`config.mk`:
```
export PLATFORM = sky130hd
export DESIGN_NAME = restoring_divider
export DESIGN_NICKNAME = d
export VERILOG_FILES = /design/src/rtl/restoring_divider.sv
export SDC_FILE = /design/constraint.sdc
export NUM_CORES = 1
export LEC_CHECK = 0
export ABC_AREA = 1
export CAP_MARGIN = 20
export CELL_PAD_IN_SITES_DETAIL_PLACEMENT = 0
export CELL_PAD_IN_SITES_GLOBAL_PLACEMENT = 2
export CORE_MARGIN = 10
export CORE_UTILIZATION = 32
export CTS_CLUSTER_DIAMETER = 40
export DETAILED_ROUTE_END_ITERATION = 10
export HOLD_SLACK_MARGIN = 0.03
export PLACE_DENSITY_LB_ADDON = 0.1
export SYNTH_ARGS = -nofsm -noshare
export SYNTH_HDL_FRONTEND = slang
export SYNTH_SLANG_ARGS = --single-unit
```
`constraint.sdc`:
```
create_clock -name clk -period 4.35 [get_ports clk]
set_input_delay 0.435 -clock clk [delete_from_list [all_inputs] [get_ports clk]]
set_output_delay 0.435 -clock clk [all_outputs]
set_load 0.02 [all_outputs]
```
`src/rtl/restoring_divider.sv`:
```
//------------------------------------------------------------------------------
// +--------------------------------------------------------------------------+
// | Module      : restoring_divider                                          |
// | Description : Multi-cycle unsigned restoring divider. One shift cycle    |
// |               and one trial-subtract cycle per quotient bit, so a        |
// |               result is ready 2*WIDTH edges after the START capture edge.|
// | Revision    : 1.0 - initial release                                      |
// +--------------------------------------------------------------------------+
//
// Ports
//   clk        in   rising-edge clock
//   n_reset    in   asynchronous active-low reset
//   START      in   start request in Idle, acknowledge in Stop
//   dividend   in   WIDTH  numerator, sampled on the capture edge only
//   divisor    in   WIDTH  denominator, sampled on the capture edge only
//   quotient   out  WIDTH  working/result quotient
//   remainder  out  WIDTH  working/result remainder
//   READY      out  high while results are held in Stop
//   DIVZERO    out  divide-by-zero flag, valid with READY
//
// Build option
//   DIVZERO_DETECT_EN : when defined, a zero divisor short-cuts to Stop one
//                       edge after capture with DIVZERO set. When undefined,
//                       DIVZERO stays 0 and a zero divisor runs the full
//                       algorithm, which yields the same quotient/remainder.
//------------------------------------------------------------------------------
`default_nettype none

module restoring_divider #(
    parameter int WIDTH = 8
) (
    input  logic             clk,
    input  logic             n_reset,
    input  logic             START,
    input  logic [WIDTH-1:0] dividend,
    input  logic [WIDTH-1:0] divisor,
    output logic [WIDTH-1:0] quotient,
    output logic [WIDTH-1:0] remainder,
    output logic             READY,
    output logic             DIVZERO
);

    localparam int              CW           = $clog2(WIDTH + 1);
    localparam logic [CW-1:0]   C_COUNT_INIT = CW'(WIDTH);

`ifdef DIVZERO_DETECT_EN
    localparam bit              C_DZ_EN      = 1'b1;
`else
    localparam bit              C_DZ_EN      = 1'b0;
`endif

    typedef enum logic [1:0] {
        S_IDLE  = 2'd0,
        S_SHIFT = 2'd1,
        S_SUB   = 2'd2,
        S_STOP  = 2'd3
    } state_t;

    state_t           state_q;
    logic [WIDTH-1:0] q_q;        // quotient / dividend shift register
    logic [WIDTH-1:0] d_q;        // captured divisor
    logic [WIDTH:0]   r_q;        // partial remainder, one guard bit
    logic [CW-1:0]    cnt_q;      // quotient bits still to produce
    logic             ready_q;
    logic             divz_q;

    logic [WIDTH:0]   r_diff_d;
    logic [CW-1:0]    cnt_d;
    logic             r_ge_d;

    assign r_diff_d = r_q - {1'b0, d_q};
    assign r_ge_d   = (r_q >= {1'b0, d_q});
    assign cnt_d    = cnt_q - CW'(1);

    always_ff @(posedge clk or negedge n_reset) begin
        if (!n_reset) begin
            state_q <= S_IDLE;
            q_q     <= '0;
            d_q     <= '0;
            r_q     <= '0;
            cnt_q   <= C_COUNT_INIT;
            ready_q <= 1'b0;
            divz_q  <= 1'b0;
        end else begin
            case (state_q)
                S_IDLE: begin
                    if (START) begin
                        q_q     <= dividend;
                        d_q     <= divisor;
                        r_q     <= '0;
                        cnt_q   <= C_COUNT_INIT;
                        state_q <= S_SHIFT;
                    end
                end

                S_SHIFT: begin
                    if (C_DZ_EN && (d_q == '0)) begin
                        // Q still holds the untouched dividend here.
                        r_q     <= {1'b0, q_q};
                        q_q     <= '1;
                        divz_q  <= 1'b1;
                        ready_q <= 1'b1;
                        state_q <= S_STOP;
                    end else begin
                        r_q     <= {r_q[WIDTH-1:0], q_q[WIDTH-1]};
                        q_q     <= {q_q[WIDTH-2:0], 1'b0};
                        state_q <= S_SUB;
                    end
                end

                S_SUB: begin
                    // Only commit the subtraction when it does not go
                    // negative; otherwise R is left as is (the restore).
                    if (r_ge_d) begin
                        r_q    <= r_diff_d;
                        q_q[0] <= 1'b1;
                    end
                    cnt_q <= cnt_d;
                    if (cnt_d == '0) begin
                        ready_q <= 1'b1;
                        state_q <= S_STOP;
                    end else begin
                        state_q <= S_SHIFT;
                    end
                end

                S_STOP: begin
                    if (START) begin
                        q_q     <= '0;
                        d_q     <= '0;
                        r_q     <= '0;
                        cnt_q   <= C_COUNT_INIT;
                        ready_q <= 1'b0;
                        divz_q  <= 1'b0;
                        state_q <= S_IDLE;
                    end
                end

                default: begin
                    q_q     <= '0;
                    d_q     <= '0;
                    r_q     <= '0;
                    cnt_q   <= C_COUNT_INIT;
                    ready_q <= 1'b0;
                    divz_q  <= 1'b0;
                    state_q <= S_IDLE;
                end
            endcase
        end
    end

    assign quotient  = q_q;
    assign remainder = r_q[WIDTH-1:0];
    assign READY     = ready_q;
    assign DIVZERO   = divz_q;

endmodule

`default_nettype wire

```
# Word-level counts from Yosys, hierarchy flattened

Cells that the tools add are included.

Register bits: 32
Latch bits: 0
RAM bits: 0
ROM bits: 0
Bits of input ports: 19
Output and inout bits: 18
Logic and storage cells: 51
Memories: 0

Add/subtract/negate cells: 2
$mul: 0
Divide/modulo/power cells: 0
$lt $le $gt $ge: 1
Equal/unequal tests: 8
Shift-type cells: 0
Muxes and demuxes: 19
Bitwise operators: 0
Reduce and logical (&&, ||, !) cells: 14

Operator list:

| operator              | number |
|---|---|
| $pmux W9 S3           | 1 |
| $mux W8               | 3 |
| $pmux W7 S3           | 1 |
| $mux W9               | 2 |
| $pmux W8 S2           | 1 |
| $reduce_and A3 Y1     | 4 |
| $ge A9 B8 Y1          | 1 |
| $sub A9 B8 Y9         | 1 |
| $ne A2 B2 Y1 const B  | 4 |
| $pmux W2 S4           | 1 |
| $pmux W4 S2           | 1 |
| $mux W2               | 3 |
| $reduce_and A2 Y1     | 3 |
| $reduce_bool A2 Y1    | 3 |
| $eq A2 B2 Y1 const B  | 2 |
| $logic_not A4 Y1      | 1 |
| $mux W4               | 1 |
| $pmux W1 S4           | 1 |
| $sub A4 B1 Y4 const B | 1 |
| $mux W1               | 3 |
| $reduce_bool A3 Y1    | 1 |
| $eq A2 B1 Y1 const B  | 1 |
| $logic_not A2 Y1      | 1 |
| $ne A2 B1 Y1 const B  | 1 |
| other kinds (2)       | 2 |

# Logic depth before layout (Yosys ltp)

Gate-level depths: netlist (run 1).

Depth after elaboration: 4
Gate-level depth with buffers: 13
Depth with buffers taken out: 13

# Worst setup path before layout (run 1)

OpenSTA, ideal clock, no wires.

Kind: reg-to-reg
From: reg r_q[0]
To: reg r_q[8]
Library setup time: 117 ps
Arrival: 1529 ps
Data required time: 4233 ps
Slack: 2705 ps
Cell stages (with the launch flop): 14
Path buffers: 0
Period minus slack after synthesis: 1645 ps
Cells stage by stage: dfrtp_1 > inv_1 > ha_1 > fa_1 > inv_1 > nand3_1 > nand2_1 > nand2_1 > nand2_1 > nand2_1 > nand3_1 > nand2_1 > nand2_1 > nand2_1

Cells in the longest elaborated chain, start to end: 3
Elaborated cells between the ends (all ways): 6
Those cells by class: add/sub: 1; order compare: 1; eq/ne: 1; mux: 2; reduce/logical: 1

RTL lines:

| what                                                    | line   | RTL |
|---|---|---|
| start: declaration                                      | 62     | `logic [WIDTH:0] r_q;` |
| start signal: assignment                                | 99     | `r_q <= {1'b0, q_q};` |
| start signal: assignment                                | 105    | `r_q <= {r_q[WIDTH-1:0], q_q[WIDTH-1]};` |
| start signal: assignment                                | 115    | `r_q <= r_diff_d;` |
| $sub A9 B8 Y9 / $ge A9 B8 Y1 (equally long branches)    | 71, 72 |  |
| $mux W9 / $ne A2 B2 Y1 (equally long branches)          | n/a    |  |
| $pmux W9 S3 / $reduce_and A2 Y1 (equally long branches) | n/a    |  |

Parallel ways exist; a longest one is shown, timed or not. The select of a mux whose other input is x is not followed.
A chain may end at the register's enable or synchronous reset.

# Worst setup path after layout (run 1)

From: reg r_q[5]
To: reg r_q[0]

Cells in the longest elaborated chain, start to end: 3

RTL lines:

| what                        | line | RTL |
|---|---|---|
| $ge A9 B8 Y1                | 72   | `assign r_ge_d = (r_q >= {1'b0, d_q});` |
| $ne A2 B2 Y1 (no line)      | n/a  |  |
| $reduce_and A2 Y1 (no line) | n/a  |  |

Every way passes these cells.

==> results of run 1 <==
==> layout by cell type, fill, tap and decap left out, types with 2 or more instances in the layout <==
cell	count
clkdlybuf4s50_1	35
dfrtp_1	31
a31oi_1	3
o22ai_1	3
clkbuf_8	6
nand2_4	4
o21ai_0	29
nand3_1	28
inv_1	49
nor2_1	9
ha_1	15
a21oi_1	7
nand2_2	2
nor2_2	2
o21ai_1	2
nand2_1	87
clkinv_2	2
xor2_1	2
nand4_1	2
==> synth_stat cells (2+ instances only) <==
library cell | n | area, um^2
o22ai_1 | 3 | 18.77
o21ai_0 | 29 | 145.1
inv_1 | 49 | 183.9
nand3_1 | 28 | 140.1
nand2_1 | 87 | 326.6
ha_1 | 15 | 187.7
nor2_1 | 9 | 33.78
a31oi_1 | 3 | 18.77
dfrtp_1 | 31 | 775.7
nor2_2 | 2 | 12.51
nand2_4 | 4 | 45.04
nand4_1 | 2 | 12.51
buf_4 | 9 | 67.56
a21oi_1 | 7 | 35.03
nand2_2 | 2 | 12.51
xor2_1 | 2 | 17.52
buf_2 | 3 | 15.01
o21ai_1 | 2 | 10.01
==> cells by family after synthesis <==
logic type | after synthesis | share of synthesized area
AOI/OAI and AO/OA | 47 | 0.1209
and+or+nand+nor | 134 | 0.2709
adders and majority gates | 16 | 0.09651
xor gates and xnor gates | 2 | 0.008141
DFF | 32 | 0.3727
other | 1 | 0.001743
buffers and inverters | 64 | 0.1291
==> sequential cells by signal (all words and copies together), names as in the netlist <==
| signal | flops |
|---|---|
| state_q | 2 |
| d_q | 8 |
| READY | 1 |
| r_q | 9 |
| cnt_q | 4 |
| quotient | 8 |
==> report_power, final <==
part           leakage, nW  internal [mW]  switching, mW
Sequential           0.407          0.419         0.0758
Combinational        0.870          0.434          0.766
Clock               0.0510          0.126          0.118
==> worst max-delay path by stage <==
| stage | end | slack [ns] | depth (start not counted) |
|---|---|---|---|
| finish | r_q[0]$_DFFE_PN0P_ | 2.48 | 8 |
| global route | r_q[0]$_DFFE_PN0P_ | 2.24 | 8 |
| CTS | r_q[0]$_DFFE_PN0P_ | 2.44 | 8 |
| detailed placement | quotient[2]$_DFFE_PN0P_ | 2.32 | 4 |
| global placement | quotient[2]$_DFFE_PN0P_ | 2.35 | 4 |
| floorplan | r_q[8]$_DFFE_PN0P_ | 2.70 | 13 |
==> layer usage <==
| metal | track usage | part of all wire | vias up | routed length (um) |
|---|---|---|---|---|
| met3 | 0.04116 | 0.062 | 6 | 330 |
| met1 | 0.1472 | 0.50 | 788 | 2670 |
| li1 | - | - | 985 | - |
| met4 | 0.03579 | 0.013 | 0 | 69 |
| met5 | 0 | 0 | - | 0 |
| met2 | 0.1674 | 0.43 | 32 | 2277 |
==> area by class of cell <==
| type | count | area, um^2 | share of cell area |
|---|---|---|---|
| clock buffer | 6 | 82.58 | 0.03165 |
| clock inverter | 2 | 10.01 | 0.003837 |
| inverter | 50 | 187.7 | 0.07194 |
| multi-input combinational | 200 | 1072 | 0.4110 |
| sequential | 32 | 802.0 | 0.3074 |
| tap | 77 | 96.34 | 0.03693 |
| timing repair buffer | 36 | 357.8 | 0.1372 |
==> tightest hold or removal path, stage by stage, from the launching register on <==
cell and delay, ns:
dfrtp_1 0.36, nand2_1 0.06, nand2_1 0.06
==> results.cfg, run 1 <==
[outcome]
status = finished clean

[critical_path]
worstPathArrival_ns = 2.09
regToRegSetupSlack_ns = 2.48
end_kind = flip-flop
critPathSlowestCell = dfrtp_1
crit_type = reg -> reg
path_max_fanout = 9
rr_startpoint = r_q[5]$_DFFE_PN0P_
reg2reg_depth = 8
crit_top_cell = nand2_1
r2r_end = r_q[0]$_DFFE_PN0P_
cp-start-kind = flip-flop
crit_chain = ha_1 -> nand2_1 -> nor2_1 -> a21oi_1 -> nand2_1 -> nand2_2 -> nand2_1 -> nand2_1
cp.required_ns = 4.57
worst-path-buf-inv = 0
max_stage_delay_ns = 0.43
startpoint = r_q[5]$_DFFE_PN0P_
cp_top_family = simple AND/OR/NAND/NOR gates

[route]
dr.first_iter.drc_count = 43
drc = 0
ant_nets = 0
vias = 1811
drt_pass1_iterations = 4
totalWireLength_um = 5347
wire_per_inst_um = 13.27
avgViaCountPerCell = 4.494

[clocking]
ctsResizeCount = 0
cts.sinks = 32
clk_pin_slew_ns = 0.07
max-clock-path-buffers = 2
cts-htree-levels = 2
tritoncts = done
clk_latency_ns = 0.28
cts_hold_buffers = 0
cts_setup_buffers = 0
numCtsBuffers = 5
root_buffer = clkbuf_8

[grt]
grt_pass1_vias = 1899
track_usage = 0.1123
grt_pass1_wl_um = 9197
antenna_found_initial = 0
grt_overflow_total = 0
grt_max_degree = 33

[synth]
yosysUniqueCellTypes = 27
synthArstFlopShare = 1.000
synth_ff_type = dfrtp_1
syn_area_um2 = 2152
synth.net_count = 331
syn_area_per_cell_um2 = 7.270
synth_seq_cells = 32
syn_inst = 296
ys_seq_area_frac = 0.3727
synth_edf_count = 0
yosysWarnings = 0

[floorplanning]
rows = 29
die_area_um2 = 10410
coreArea_um2 = 6459
initial_core_util = 0.3332
die_y_um = 102.0
ioPinCount = 37
die_w_um = 102.0

[sta]
slew_headroom = 0.4805
fmax_mhz = 534.2
worstMarginPinSlew_ns = 0.7740
setup_viol = 0
fin_crit_sh = 0.4303
drv_slew = 0
layout_setup_ws_ns = 2.478
fin_tns_setup_ns = 0
hold_ws_ns = 0.5140
skew_ns = 0.006807
hold_viol = 0
fin_crit_ns = 1.872
grt_setup_unrepaired = no

[final_layout]
antenna_cells = 0
final_nets = 360
final_area_um2 = 2609
areaGrowthSynthToFinish_pct = 21.22
fillers = 700
drive_gt1_frac = 0.06442
stdcell_count = 403
fin_util = 0.4039

[hold_path]
hp-start = r_q[0]$_DFFE_PN0P_
min_to = r_q[0]$_DFFE_PN0P_
hp-class = reg -> reg
whs_path_depth = 2

[place]
place_congestion = 0.7971
place_inst = 395
place_hpwl_um = 4167
pre_cts_ws_ns = 2.317
io_buffers = 35
postPlaceCellArea_um2 = 2516

[power_and_ir_drop]
power_mw = 1.940
vdd_drop_max_mv = 0.2740
powerDensity_nw_per_um2 = 743.7
leakage_nw = 1.328

[job]
drv_cap = 0
Power figures use the tool's default switching activity.
==> inputs of run 2 (changes only) <==
- CORE_UTILIZATION: 32 -> 27
- clock period: 4.35 -> 1.7 ns (I/O delays scaled with it)
==> run 2 against run 1 <==
Net effect: register-to-register slack worse by 2.4 ns; count of clock-buffer cells in the layout up 2; via count up 11%; combinational power rose to 3.6 times the previous value; die area up 15%; first-iteration DRC count up 12%; cell count up 18%; design area up 21%; core utilization up 0.53 points; sequential cell count unchanged; clock power up 150%; fmax up 13%; largest cell class unchanged; largest power group unchanged.
==> results.cfg, run 2 (synthesis results as in run 1) <==
[route]
met3_wirelength_um = 209
highest_layer = met4
wire_per_inst_um = 12.71
dr.first_iter.drc_count = 48
ant_nets = 0
totalWireLength_um = 6038
wl_met1_um = 2800
drc = 0
avgViaCountPerCell = 4.251
met2_length_um = 2954
drt_pass1_iterations = 4
vias = 2019

[floorplanning]
initial_core_util = 0.2785
rows = 32
coreArea_um2 = 7727
die_area_um2 = 11940
die_y_um = 109.3
ioPinCount = 37
die_w_um = 109.3

[final_layout]
final_nets = 407
areaGrowthSynthToFinish_pct = 46.92
fillers = 812
final_common_cell = nand2_1
stdcell_count = 475
regMostFlops = r_q
drive_gt1_frac = 0.2601
largest_reg_flops = 9
antenna_cells = 0
final_cell_mix = nand2_1, buf_4, inv_1, clkdlybuf4s50_1, dfrtp_1

[clocking]
cts_hold_buffers = 0
clk_latency_ns = 0.28
numCtsBuffers = 5
root_buffer = clkbuf_8
cts-htree-levels = 2
cts.sinks = 32
max-clock-path-buffers = 2
tritoncts = done
clk_pin_slew_ns = 0.07

[power_and_ir_drop]
powerDensity_nw_per_um2 = 1952
vdd_drop_max_mv = 0.8722
leakage_nw = 1.563

[critical_path]
cp_top_family = adder cells
path_max_fanout = 3
rr_startpoint = d_q[0]$_DFFE_PN0P_
worstPathArrival_ns = 1.82
crit_type = reg -> reg
critPathSlowestCell = dfrtp_1
cp-start-kind = flip-flop
reg2reg_depth = 12
end_kind = flip-flop
max_stage_delay_ns = 0.41
r2r_end = r_q[8]$_DFFE_PN0P_
cp.required_ns = 1.87
crit_chain = ha_4 -> fa_2 -> inv_2 -> nand3_2 -> nand2_2 -> nand2_2 -> nand2_2 -> nand2_1 -> nand3_1 -> nand2_1 -> nand2_1 -> nand2_1
regToRegSetupSlack_ns = 0.05
worst-path-buf-inv = 1
crit_top_cell = nand2_1

[grt]
grt_pass1_wl_um = 9825
antenna_found_initial = 0
grt_pass1_vias = 2033
grt_max_degree = 33
grt_overflow_total = 0
track_usage = 0.1043

[job]
drv_cap = 0

[place]
io_buffers = 35
place_congestion = 0.7414
place_hpwl_um = 4589
place_inst = 458

[sta]
fmax_mhz = 605.6
setup_viol = 0
fin_crit_sh = 0.9713
skew_ns = 0.002560
hold_ws_ns = 0.2583
drv_slew = 0
grt_setup_unrepaired = yes
fin_crit_ns = 1.651
hold_viol = 0

[hold_path]
hp-class = in -> async

[outcome]
status = finished clean
[run 2: cell count changes in the layout (fill, tap and decap cells not counted), sizes merged]
cell / change
nand2: +1
clkinv: -2
clkbuf: +2
buf: +46
[run 2: power breakdown]
| part | switching, mW | leakage (nW) | internal [mW] |
|---|---|---|---|
| Clock | 0.273 | 0.0455 | 0.330 |
| Sequential | 0.185 | 0.406 | 1.08 |
| Combinational | 2.38 | 1.11 | 1.93 |
[run 2: timing repair]
item                                   CTS  global route
gates cloned                             1             1
endpoints found under the hold margin    0             0
pin swaps                                4             5
setup endpoints to repair               11            13
buffers inserted                         3             4
resized for setup                       12            28
[run 2: worst max-delay path by stage]
stage                       startpoint            endpoint  slack [ns]  cells past startpoint
floorplan           r_q[0]$_DFFE_PN0P_  r_q[8]$_DFFE_PN0P_        0.05                     13
global placement    r_q[6]$_DFFE_PN0P_  r_q[2]$_DFFE_PN0P_       -0.12                     10
detailed placement  r_q[6]$_DFFE_PN0P_  r_q[8]$_DFFE_PN0P_       -0.12                     10
CTS                 d_q[4]$_DFFE_PN0P_  r_q[5]$_DFFE_PN0P_        0.01                     11
global route        r_q[0]$_DFFE_PN0P_  r_q[8]$_DFFE_PN0P_       -0.08                     13
finish              d_q[0]$_DFFE_PN0P_  r_q[8]$_DFFE_PN0P_        0.05                     12
[run 2: stage by stage]
stage	util	setup TNS [ns]	power, mW	setup slack [ns]	instance area [um^2]
after global placement	0.3682	-1.023	5.027	-0.1185	2845
final	0.4092	0	6.172	0.04882	3162
after global routing	0.4092	-0.1078	6.807	-0.07538	3162
after CTS	0.3920	0	5.895	0.01095	3029
after floorplan	-	0	3.546	0.05462	2152
after detailed placement	0.3682	-1.007	5.004	-0.1193	2845
[run 2: area by class of cell]
| type | count | area (um^2) | area share |
|---|---|---|---|
| well taps | 102 | 127.6 | 0.04036 |
| inverters | 50 | 187.7 | 0.05936 |
| multi-input cells | 201 | 1232 | 0.3898 |
| flip-flops and latches | 32 | 803.3 | 0.2541 |
| clock buffers | 8 | 90.09 | 0.02849 |
| repair buffers | 82 | 720.7 | 0.2279 |
[run 2: worst reg2reg max path, stage by stage (launching register included)]
cell	delay, ns
dfrtp_1	0.41
ha_4	0.18
fa_2	0.36
inv_2	0.07
nand3_2	0.06
nand2_2	0.10
nand2_2	0.07
nand2_2	0.05
nand2_1	0.04
nand3_1	0.06
nand2_1	0.05
nand2_1	0.05
nand2_1	0.04
[run 2: layer usage]
metal  vias up  track usage
met5         -            0
met4         0      0.03067
met3         5      0.02478
met2        33       0.1778
met1       900       0.1277
li1       1081            -
==> inputs of run 3 (changes only) <==
- CTS_CLUSTER_SIZE: default -> 14
- PLACE_DENSITY: default -> 0.78
- PLACE_DENSITY_LB_ADDON: 0.1 -> default
==> run 3 against run 2 <==
Net effect: design area increased by 0.87%; sequential cell count unchanged; via count increased by 3.3%; sequential power about the same; wire length decreased by 0.89%; largest cell class unchanged.
==> results.cfg, run 3 (synthesis results as in run 1) <==
[outcome]
status = finished clean

[clocking]
tritoncts = done
max-clock-path-buffers = 2
cts_hold_buffers = 0
clk_latency_ns = 0.28
cts-htree-levels = 2
root_buffer = clkbuf_8
cts.sinks = 32
numCtsBuffers = 5
clk_pin_slew_ns = 0.08

[power_and_ir_drop]
powerDensity_nw_per_um2 = 1998
pwr-share-seq = 0.198
swShare = 0.4473
leakage_nw = 1.580
vdd_drop_max_mv = 0.7605
power.switching_mw = 2.851
comb_power_share = 0.685
clockPowerShare = 0.117
internal_power_mw = 3.523

[route]
totalWireLength_um = 5984
drt_pass1_iterations = 4
drc = 0
avgViaCountPerCell = 4.364
ant_nets = 0
wire_per_inst_um = 12.52
vias = 2086
dr.first_iter.drc_count = 76

[critical_path]
rr_startpoint = d_q[0]$_DFFE_PN0P_
worstPathArrival_ns = 1.83
path_max_fanout = 3
critPathSlowestCell = dfrtp_1
end_kind = flip-flop
r2r_end = r_q[8]$_DFFE_PN0P_
cp-start-kind = flip-flop
regToRegSetupSlack_ns = 0.05
max_stage_delay_ns = 0.42
reg2reg_depth = 12
crit_top_cell = nand2_1
crit_type = reg -> reg
cp.required_ns = 1.88
crit_chain = ha_4 -> fa_2 -> inv_2 -> nand3_2 -> nand2_2 -> nand2_2 -> nand2_1 -> nand2_1 -> nand3_1 -> nand2_1 -> nand2_1 -> nand2_1

[place]
io_buffers = 35
place_congestion = 0.7546
place_hpwl_um = 4494
postPlaceCellArea_um2 = 2900

[floorplanning]
die_y_um = 109.3
rows = 32
ioPinCount = 37
initial_core_util = 0.2785
die_area_um2 = 11940
die_w_um = 109.3
coreArea_um2 = 7727

[sta]
worstMarginPinSlew_ns = 0.5166
fin_crit_sh = 0.9684
grt_setup_unrepaired = yes
fin_crit_ns = 1.646
hold_viol = 0
fmax_mhz = 607.4
setup_viol = 0
drv_slew = 0
skew_ns = 0.002679
slew_headroom = 0.6553
fin_tns_setup_ns = 0

[final_layout]
final_nets = 410
final_area_um2 = 3189
multi_input_area_um2 = 1224
final_cell_mix = nand2_1, buf_4, inv_1, clkdlybuf4s50_1, dfrtp_1
antenna_cells = 0
regMostFlops = r_q
regArea_um2 = 802.0
drive_gt1_frac = 0.2713
largest_reg_flops = 9
areaGrowthSynthToFinish_pct = 48.20
fillers = 805
final_common_cell = nand2_1

[grt]
grt_max_degree = 33
grt_pass1_vias = 2065
antenna_found_initial = 0
track_usage = 0.1018
grt_pass1_wl_um = 9784
grt_overflow_total = 0

[job]
drv_cap = 0

[hold_path]
hp-class = in -> async
run 3: cell type report:
| class | count | share of cell area |
|---|---|---|
| inverter | 50 | 0.06002 |
| timing repair buffer | 86 | 0.2311 |
| tap | 102 | 0.04002 |
| sequential | 32 | 0.2515 |
| multi-input combinational | 200 | 0.3837 |
| clock inverter | 2 | 0.01098 |
| clock buffer | 6 | 0.02275 |
run 3: power by group through the flow:
stage | combinational, mW | sequential [mW] | clock [mW]
floorplan | 2.19 | 1.35 | 0
global placement | 3.93 | 1.24 | 0
detailed placement | 3.94 | 1.25 | 0
CTS | 4.11 | 1.25 | 0.783
global route | 4.90 | 1.30 | 0.818
finish | 4.36 | 1.26 | 0.748
run 3: how the worst max path moves through the flow:
| stage | slack, ns | to | depth (start not counted) | startpoint |
|---|---|---|---|---|
| after detailed placement | -0.08 | r_q[8]$_DFFE_PN0P_ | 13 | r_q[0]$_DFFE_PN0P_ |
| after CTS | -0.01 | quotient[0]$_DFFE_PN0P_ | 11 | r_q[4]$_DFFE_PN0P_ |
| final | 0.05 | r_q[8]$_DFFE_PN0P_ | 12 | d_q[0]$_DFFE_PN0P_ |
| after global placement | -0.07 | r_q[3]$_DFFE_PN0P_ | 10 | r_q[6]$_DFFE_PN0P_ |
| after global routing | -0.11 | r_q[8]$_DFFE_PN0P_ | 13 | r_q[0]$_DFFE_PN0P_ |
| after floorplan | 0.05 | r_q[8]$_DFFE_PN0P_ | 13 | r_q[0]$_DFFE_PN0P_ |
run 3: routing by layer:
layer	track usage	vias up	share of wire	wire [um]
met5	0	-	0	0
met4	0.02045	0	0.0050	30
met3	0.02891	2	0.048	288
met2	0.1740	32	0.49	2918
met1	0.1249	963	0.46	2746
li1	-	1089	-	-
run 3: critical path: cells and delay by family, from the launching register on:
kind / cells / cell delay (ns)
AND/OR/NAND/NOR: 9 / 0.50
flip-flops: 1 / 0.42
buffers and inverters: 1 / 0.09
adder cells (fa/ha/maj): 2 / 0.53
run 3: through the flow:
step / hold slack, ns / setup slack (ns) / power, mW / cells / util
finish: 0.2856 / 0.05372 / 6.374 / 478 / 0.4127
global route: 0.3347 / -0.1102 / 7.014 / 478 / 0.4127
CTS: 0.3186 / -0.01098 / 6.143 / 475 / 0.3977
detailed placement: 0.5008 / -0.07997 / 5.192 / 467 / 0.3753
global placement: 0.4967 / -0.06990 / 5.171 / 467 / 0.3753
floorplan: -0.1256 / 0.05462 / 3.546 / 296 / -
run 3: what timing repair did:
item                       in CTS  in global routing
pin swaps                       2                  8
setup endpoints to repair      18                 14
setup buffers                   0                  3
gates resized for setup        12                 25
